--- src/rtl/fsub_core_arbiter.sv ---
// fsub_core_arbiter
//   Shares one subFloat64Sigs core among NREQ requesters. A round-robin
//   arbiter picks one requester, its operand pair is latched and handed to the
//   core through an ap_start/ap_ready/ap_done handshake, and the 64-bit result
//   is returned to that requester on a valid/ready response channel. A per-call
//   watchdog aborts calls whose core never finishes.
//
// Parameters
//   NREQ     number of requesters (2..8)
//   TIMEOUT  WAIT cycles before a call is aborted (8-bit, 0 disables the watchdog)
//
// Ports
//   ap_clk, ap_rst              clock (rising edge), async active-high reset
//   req_valid/req_a/req_b       per-requester operands, lane i at [64*i +: 64]
//   req_ready                   one-cycle accept pulse to the granted requester
//   rsp_valid/rsp_ready         one-hot result handshake to the granted requester
//   rsp_data, rsp_err           shared result bus; rsp_err marks a watchdog abort
//   core_start/ready/done       handshake to the shared subtract core
//   core_a, core_b, core_zsign  registered operands and sign of operand a
//   core_return                 core result, valid while core_done = 1
//   busy                        high whenever a call is in progress
module fsub_core_arbiter #(
    parameter int          NREQ    = 4,
    parameter int unsigned TIMEOUT = 255
) (
    input  logic                 ap_clk,
    input  logic                 ap_rst,
    input  logic [NREQ-1:0]      req_valid,
    input  logic [64*NREQ-1:0]   req_a,
    input  logic [64*NREQ-1:0]   req_b,
    output logic [NREQ-1:0]      req_ready,
    output logic [NREQ-1:0]      rsp_valid,
    input  logic [NREQ-1:0]      rsp_ready,
    output logic [63:0]          rsp_data,
    output logic                 rsp_err,
    output logic                 core_start,
    input  logic                 core_ready,
    input  logic                 core_done,
    output logic [63:0]          core_a,
    output logic [63:0]          core_b,
    output logic                 core_zsign,
    input  logic [63:0]          core_return,
    output logic                 busy
);

    localparam int PW = $clog2(NREQ);

    typedef enum logic [1:0] {S_IDLE, S_ISSUE, S_WAIT, S_RESP} state_t;

    state_t            r_state;
    state_t            w_nextState;
    logic [PW-1:0]     r_rrPtr;
    logic [PW-1:0]     r_gnt;
    logic [7:0]        r_wdCnt;
    logic [NREQ-1:0]   r_reqReady;
    logic [NREQ-1:0]   r_rspValid;
    logic [63:0]       r_rspData;
    logic              r_rspErr;
    logic              r_coreStart;
    logic [63:0]       r_coreA;
    logic [63:0]       r_coreB;

    logic              w_anyValid;
    logic [PW-1:0]     w_gntIdx;
    logic [NREQ-1:0]   w_gntOneHot;
    logic [NREQ-1:0]   w_curOneHot;
    logic [63:0]       w_selA;
    logic [63:0]       w_selB;
    logic [7:0]        w_wdNext;
    logic              w_timeout;

    // Index base+off folded back into 0..NREQ-1 (works for non power-of-two NREQ).
    function automatic logic [PW-1:0] wrapIdx(input logic [PW-1:0] base, input int off);
        int s;
        s = int'(base) + off;
        if (s >= NREQ) s = s - NREQ;
        return s[PW-1:0];
    endfunction

    // Round-robin pick: scanning offsets from the far end down means the
    // smallest offset from r_rrPtr with a valid bit is the one that sticks.
    always_comb begin
        w_anyValid = 1'b0;
        w_gntIdx   = '0;
        for (int off = NREQ - 1; off >= 0; off--) begin
            if (req_valid[wrapIdx(r_rrPtr, off)]) begin
                w_anyValid = 1'b1;
                w_gntIdx   = wrapIdx(r_rrPtr, off);
            end
        end
    end

    // Operand mux and one-hot masks for the new winner and the current owner.
    always_comb begin
        w_selA      = '0;
        w_selB      = '0;
        w_gntOneHot = '0;
        w_curOneHot = '0;
        for (int i = 0; i < NREQ; i++) begin
            if (w_gntIdx == i[PW-1:0]) begin
                w_selA = req_a[64*i +: 64];
                w_selB = req_b[64*i +: 64];
            end
        end
        w_gntOneHot[w_gntIdx] = 1'b1;
        w_curOneHot[r_gnt]    = 1'b1;
    end

    // Watchdog fires on the TIMEOUT-th WAIT cycle; core_done always has priority.
    always_comb begin
        w_wdNext  = r_wdCnt + 8'd1;
        w_timeout = (TIMEOUT != 0) && (w_wdNext == 8'(TIMEOUT));
    end

    // State register.
    always_ff @(posedge ap_clk or posedge ap_rst) begin
        if (ap_rst) r_state <= S_IDLE;
        else        r_state <= w_nextState;
    end

    // Next-state logic for IDLE -> ISSUE -> WAIT -> RESP -> IDLE.
    always_comb begin
        w_nextState = r_state;
        case (r_state)
            S_IDLE:  if (w_anyValid) w_nextState = S_ISSUE;
            S_ISSUE: if (core_ready) w_nextState = core_done ? S_RESP : S_WAIT;
            S_WAIT:  if (core_done || w_timeout) w_nextState = S_RESP;
            S_RESP:  if (rsp_ready[r_gnt]) w_nextState = S_IDLE;
            default: w_nextState = S_IDLE;
        endcase
    end

    // Datapath: operand latch, core handshake, watchdog and response registers.
    // req_ready is a single-cycle pulse, so it defaults to zero every edge.
    always_ff @(posedge ap_clk or posedge ap_rst) begin
        if (ap_rst) begin
            r_rrPtr     <= '0;
            r_gnt       <= '0;
            r_wdCnt     <= '0;
            r_reqReady  <= '0;
            r_rspValid  <= '0;
            r_rspData   <= '0;
            r_rspErr    <= 1'b0;
            r_coreStart <= 1'b0;
            r_coreA     <= '0;
            r_coreB     <= '0;
        end else begin
            r_reqReady <= '0;
            case (r_state)
                S_IDLE: begin
                    if (w_anyValid) begin
                        r_coreA     <= w_selA;
                        r_coreB     <= w_selB;
                        r_gnt       <= w_gntIdx;
                        r_reqReady  <= w_gntOneHot;
                        r_rrPtr     <= wrapIdx(w_gntIdx, 1);
                        r_coreStart <= 1'b1;
                    end
                end
                S_ISSUE: begin
                    if (core_ready) begin
                        r_coreStart <= 1'b0;
                        r_wdCnt     <= '0;
                        if (core_done) begin
                            r_rspData  <= core_return;
                            r_rspErr   <= 1'b0;
                            r_rspValid <= w_curOneHot;
                        end
                    end
                end
                S_WAIT: begin
                    r_wdCnt <= w_wdNext;
                    if (core_done) begin
                        r_rspData  <= core_return;
                        r_rspErr   <= 1'b0;
                        r_rspValid <= w_curOneHot;
                    end else if (w_timeout) begin
                        r_rspData  <= '0;
                        r_rspErr   <= 1'b1;
                        r_rspValid <= w_curOneHot;
                    end
                end
                S_RESP: begin
                    if (rsp_ready[r_gnt]) begin
                        r_rspValid <= '0;
                        r_rspErr   <= 1'b0;
                        r_wdCnt    <= '0;
                    end
                end
                default: ;
            endcase
        end
    end

    assign req_ready  = r_reqReady;
    assign rsp_valid  = r_rspValid;
    assign rsp_data   = r_rspData;
    assign rsp_err    = r_rspErr;
    assign core_start = r_coreStart;
    assign core_a     = r_coreA;
    assign core_b     = r_coreB;
    assign core_zsign = r_coreA[63];
    assign busy       = (r_state != S_IDLE);

endmodule

--- config.mk ---
export PLATFORM = sky130hd
export DESIGN_NAME = fsub_core_arbiter
export DESIGN_NICKNAME = d
export VERILOG_FILES = /design/src/rtl/fsub_core_arbiter.sv
export SDC_FILE = /design/constraint.sdc
export NUM_CORES = 1
export LEC_CHECK = 0
export ABC_AREA = 0
export BUFFER_PORTS_ARGS = -buffer_cell sky130_fd_sc_hd__buf_2
export CAP_MARGIN = 40
export CELL_PAD_IN_SITES_DETAIL_PLACEMENT = 1
export CELL_PAD_IN_SITES_GLOBAL_PLACEMENT = 1
export CORE_AREA = 3 3 308 310
export CTS_BUF_LIST = sky130_fd_sc_hd__clkbuf_8
export CTS_CLUSTER_DIAMETER = 200
export DETAILED_ROUTE_END_ITERATION = 6
export DIE_AREA = 0 0 311 313
export PLACE_DENSITY_LB_ADDON = 0.15
export SYNTH_ARGS = -nofsm -noshare
export SYNTH_HDL_FRONTEND = slang
export SYNTH_SLANG_ARGS = --single-unit
export TNS_END_PERCENT = 30
--- constraint.sdc ---
create_clock -name ap_clk -period 9.3 [get_ports ap_clk]
set_clock_uncertainty 0.2 [all_clocks]
set_input_delay 0 -clock ap_clk [delete_from_list [all_inputs] [get_ports ap_clk]]
set_output_delay 0 -clock ap_clk [all_outputs]
set_load 0.01 [all_outputs]
Word-level counts from Yosys, hierarchy flattened
Cells that the tools add are included.
{"block": "totals", "output_inout_bits": 204, "ff_bits": 216, "word_cells": 128, "input_bits": 588}
{"block": "classes", "muxes": 66, "magnitude_cmp": 13, "n_reduce_logical": 15, "add_sub_neg": 10, "n_eq_ne": 13}
{"cell": "$mux W64", "n": 12}
{"cell": "$pmux W64 S2", "n": 1}
{"cell": "$mux W4", "n": 7}
{"cell": "$mux W2", "n": 13}
{"cell": "$pmux W8 S3", "n": 1}
{"cell": "$mux W1", "n": 19}
{"cell": "$lt A2 B3 Y1 const B", "n": 6}
{"cell": "$mux W8", "n": 2}
{"cell": "$ge A3 B3 Y1 const B", "n": 4}
{"cell": "$pmux W4 S3", "n": 1}
{"cell": "$bmux W1 S2", "n": 5}
{"cell": "$ne A2 B2 Y1 const B", "n": 5}
{"cell": "$sub A2 B1 Y2 const B", "n": 5}
{"cell": "$add A8 B1 Y8 const B", "n": 1}
{"cell": "$eq A2 B2 Y1 const B", "n": 4}
{"cell": "$eq A8 B8 Y1 const B", "n": 1}
{"cell": "$pmux W2 S4", "n": 1}
{"cell": "$reduce_and A4 Y1", "n": 2}
{"cell": "$add A2 B1 Y3 const B", "n": 2}
{"cell": "$add A2 B2 Y3 const B", "n": 2}
{"cell": "$reduce_and A3 Y1", "n": 2}
{"cell": "$reduce_bool A2 Y1", "n": 3}
{"cell": "$reduce_and A5 Y1", "n": 1}
{"cell": "$demux W1 S2", "n": 2}
{"cell": "other kinds (11)", "n": 15}

Longest topological paths before layout
{"block": "logic_depth", "ltp_word": 15, "ltp_mapped": 12, "depth_no_buf": 10}

Worst setup path before layout
No wires, ideal clock.
{"block": "synth_timing", "kind": "flip-flop to flip-flop", "start": "register r_rrPtr[1]", "end": "register r_coreA[54], in the netlist core_a[54]", "stages_incl_launch_ff": 12, "arrival_ns": 2.270, "required_time_ns": 9.035, "path_slack_ns": 6.765, "period_less_slack_ns": 2.535, "setup_ns": 0.065, "cell_sequence": "dfrtp_1 > mux2i_1 > nor2_1 > nor3_1 > ha_1 > clkbuf_1 > clkbuf_1 > nand2_1 > a21oi_1 > a21oi_1 > o211ai_1 > o21a_1"}
{"block": "synth_between", "elab_chain_len": 14, "word_cells_on_any_way": 40, "classes_between": "7 x add/sub; 4 x order compare; 3 x eq/ne; 24 x mux; 2 x reduce/logical"}
{"item": "start, declared", "line_no": "52", "text": "logic [PW-1:0] r_rrPtr;"}
{"item": "start signal, assigned", "line_no": "156", "text": "r_rrPtr <= wrapIdx(w_gntIdx, 1);"}
{"item": "$add A2 B2 Y3", "line_no": "75", "text": "s = int'(base) + off;"}
{"item": "$ge A3 B3 Y1 / $sub A2 B1 Y2 (equally long branches)", "line_no": "76", "text": "if (s >= NREQ) s = s - NREQ;"}
{"item": "$mux W2", "line_no": "76"}
{"item": "$bmux W1 S2", "line_no": "86", "text": "if (req_valid[wrapIdx(r_rrPtr, off)]) begin"}
{"item": "$mux W1 (not written as such)", "line_no": "86"}
{"item": "$mux W2 (3 in series)", "line_no": "86"}
{"item": "$mux W2 *", "line_no": "86"}
{"item": "net w_gntIdx[0]", "line_no": "64", "text": "logic [PW-1:0] w_gntIdx;"}
{"item": "$logic_not A2 Y1", "line_no": "100", "text": "if (w_gntIdx == i[PW-1:0]) begin"}
{"item": "$mux W64 (3 in series)", "line_no": "100"}
{"item": "$mux W64 *", "line_no": "100"}
{"item": "end signal, assigned", "line_no": "152", "text": "r_coreA <= w_selA;"}
{"item": "end, declared", "line_no": "60", "text": "logic [63:0] r_coreA;"}
Mark *: on every way through the listed nets, which the timed path passes. The rest lies on a longest branch. The select of a mux whose other input is x is not followed.
A chain may end at the register's enable or synchronous reset.

Worst setup path after layout
{"block": "layout_timing", "start": "register r_rrPtr[1]", "end": "register r_coreB[4], in the netlist core_b[4]"}
{"block": "layout_between", "elab_chain_len": 14, "word_cells_on_any_way": 40, "classes_between": "7 x add/sub; 4 x order compare; 3 x eq/ne; 24 x mux; 2 x reduce/logical"}
{"item": "$add A2 B2 Y3", "line_no": "75"}
{"item": "$ge A3 B3 Y1 / $sub A2 B1 Y2 (equally long branches)", "line_no": "76"}
{"item": "$mux W2", "line_no": "76"}
{"item": "$bmux W1 S2", "line_no": "86"}
{"item": "$mux W1 (not written as such)", "line_no": "86"}
{"item": "$mux W2 (3 in series)", "line_no": "86"}
{"item": "$mux W2 *", "line_no": "86"}
{"item": "net w_gntIdx[0]", "line_no": "64"}
{"item": "$logic_not A2 Y1", "line_no": "100"}
{"item": "$mux W64 (3 in series)", "line_no": "100"}
{"item": "$mux W64 *", "line_no": "100"}
{"item": "end signal, assigned", "line_no": "153", "text": "r_coreB <= w_selB;"}
{"item": "end, declared", "line_no": "61", "text": "logic [63:0] r_coreB;"}
Marks and branches as above.

==> reports/results.tsv <==
stage	metric	value	unit
synthesis	Post-Synth Adder-Cell Area	0.9971	%
clocking	buffer depth of the longest clock path	3	
layout	post-route cell area	0.02295	mm²
synthesis	post-synthesis sequential area ratio	43.08	%
job	Max-Cap Viols	0	
placement	placed cells	3362	
synthesis	register bit count reported by yosys	216	
synthesis	Mapped Cells	1451	
synthesis	Post-synth EDFFs	0	
placement	number of port buffers	791	
power	Leak Pwr	9.745	nW
synthesis	post-synthesis mux area share	0.7877	%
layout	Layout fillers	11080	
synthesis	Syn Area/Cell	8.648	µm²
clocking	root buffer cell	clkbuf_8	
die	Initial Util	13.65	%
clocking	Post-CTS Resized	0	
critical_path	Crit. Startpoint	r_rrPtr[1]	
synthesis	Post-synth ARST share	100.0	%
sta	final hold slack	125.2	ps
routing	Initial DRC Count	715	
clocking	H-tree levels	2	
routing	drt first pass iters	4	
critical_path	WS Path Type	flip-flop to flip-flop	
critical_path	sequence of cells on the critical path	nand2b_1 -> a21oi_1 -> dlygate4sd3_1 -> nor3_1 -> inv_1 -> ha_4 -> buf_4 -> buf_4 -> a21oi_1 -> a21oi_1 -> o211ai_1 -> dlygate4sd3_1 -> o21a_1	
routing	DRC errors left	0	
min_path	HP Start	req_valid[2]	
synthesis	synthesized cell area	0.01255	mm²
synthesis	Top FF cell, synth	dfrtp_1	
layout	Post-Layout Cell Count	3879	
layout	share of cells above drive strength 1	34.41	%
global_routing	first-pass GRT wire length	115.6	mm
sta	worst relative slew slack	32.16	%
global_routing	grt total ovfl	0	
die	FP Rows	111	
critical_path	max incr delay on CP	790	ps
clocking	clock latency on the worst-skew pair	610	ps
layout	multi-input logic area	0.006568	mm²
sta	RSZ-0062 raised after global routing	no	
die	chip height	313	µm
sta	number of setup violations in the final report	0	
routing	vias post-DR	16050	
critical_path	Worst Setup Start Kind	flip-flop	
synthesis	top cell type by total area after synthesis	dfrtp_1	
clocking	Worst-path clk slew	50	ps
layout	FF/Latch Area	0.005405	mm²
sta	minimum clock period	5051	ps
die	core area	0.09194	mm²
synthesis	Synth Area in XOR/XNOR	0	%
sta	Final TNS setup	0	ps
clocking	CTS tree	done	
synthesis	Syn Nets	2049	
die	Die ar.	0.09734	mm²
layout	Area growth syn-to-layout	82.89	%
synthesis	Synth Area in Simple Gates	17.98	%
sta	Final Hold Fails	0	
clocking	clk sinks	216	
sta	Slew Limit Fails	0	
die	DIE WIDTH	311	µm
synthesis	most common cell in the netlist	nand2_1	
power	worst vdd ir	0.2061	mV
die	IO Count	792	
placement	area post-placement	0.01786	mm²
layout	layout net count	3173	
synthesis	Yosys warning total	0	
global_routing	Total GRT Usage	15.51	%
synthesis	largest family of logic cells by synthesized area	compound AO/OA/AOI/OAI gates	
min_path	hold crit path type	input port to flip-flop	
synthesis	post-synth top area share	43.08	%
critical_path	CP most frequent cell	a21oi_1	
routing	Routed WL	78.80	mm
sta	fraction of the cycle the final worst path needs	54.31	%
global_routing	largest net degree at the start of global routing	180	
synthesis	complex-gate fraction of the synthesized area	32.05	%
critical_path	critical-path maximum fanout	76	
placement	estimated wirelength of the detail-placed design	58.14	mm
layout	final design utilization	24.96	%
routing	drt via density	4.136	
synthesis	Area contributors post-synth	dfrtp_1 (43%), a21oi_1 (11%), nand2_1 (8.2%)	
sta	worst slew pin tran	1018	ps
critical_path	worst r2r src	r_rrPtr[1]	
power	P per Cell Area	293.7	mW/mm²
synthesis	Synth top cells by count	nand2_1 (274), a21oi_1 (264), dfrtp_1 (216)	
run_status	outcome	finished clean	
critical_path	Worst Path Arrival	5350	ps
global_routing	antenna violations before repair	35	
critical_path	critical path endpoint category	flip-flop	
critical_path	CP max-delay cell	buf_4	
placement	gpl congestion	0.8599	
critical_path	Crit path required time	9600	ps
clocking	TritonCTS Buffers	49	
routing	drt wl/cell	20.31	µm
global_routing	number of global-route vias before repair	17810	
synthesis	Distinct cells, synth	44	
sta	highest clock rate	198.0	MHz
routing	Antenna Violating Nets Remaining	0	
through the flow:
stage / worst slack (ps) / total power [W]
6_report: 4249 / 0.006740
5_1_grt: 3835 / 0.007327
4_1_cts: 4048 / 0.006894
3_5_place_dp: 5031 / 0.005180
3_3_place_gp: 5070 / 0.005083
2_1_floorplan: 3192 / 0.003741
sequential cells by signal, summed over array words and instances (netlist names):
register	cells
core_a	64
core_b	64
rsp_data	64
r_wdCnt	8
req_ready	4
rsp_valid	4
r_gnt	2
r_rrPtr	2
r_state	2
core_start	1
rsp_err	1
cells by family after synthesis:
group           count (synthesis)
compound gates                613
buf+inv                       157
flops                         216
fa+ha+maj                      10
mux                             8
simple gates                  447
path summary, 6_finish.rpt:
kind / depth (start not counted) / to / slack [ps]
setup / recovery: 13 / core_b[4] / 4250
hold / removal: 6 / r_state[1] / 130
setup reg to reg: 13 / core_b[4] / 4250
hold reg to reg: 1 / rsp_valid[2] / 280
max in group asynchronous: 8 / core_a[10] / 6570
min in group asynchronous: 4 / rsp_data[53] / 250
cell usage in the layout, fill, tap and decap left out, types with 61 or more instances in the layout:
cell / n
nand3b_1: 127
buf_2: 791
a22o_1: 64
dlygate4sd3_1: 405
nand2_1: 274
clkbuf_8: 61
dfrtp_1: 216
o21a_1: 129
o211ai_1: 126
a21oi_1: 264
routing by layer:
layer | GRT usage [%] | routed length [µm]
met1 | 16.72 | 29850
met2 | 28.91 | 41550
met3 | 4.403 | 5039
met4 | 5.246 | 2280
met5 | 0 | 79
critical path: cells and delay by family, from the launching register on:
family	cells	cell delay (ps)
flops	1	440
fa+ha+maj	1	360
simple gates	2	270
buf+inv	5	2810
compound gates	5	800
power by group:
part           switching [W]  total (W)  leakage (nW)  internal (W)
Combinational        0.00211    0.00393          6.60       0.00182
Sequential          0.000282    0.00170          2.59       0.00141
Clock               0.000504    0.00112         0.560      0.000613
cell type report:
cell class              count  area share, %
repair buffers           1217          36.29
multi-input cells        1078          28.62
flip-flops and latches    216          23.55
well taps                1243          6.777
clock buffers              61          3.658
clock inverters            22         0.5452
diodes                     29         0.3162
inverters                  13         0.2453
repair_timing:
action / CTS / global route
setup buffers: 0 / 0
hold endpoints to repair: 345 / 0
endpoints found under the setup margin: 0 / 0
hold buffers: 405 / 0
Power figures use the tool's default switching activity.
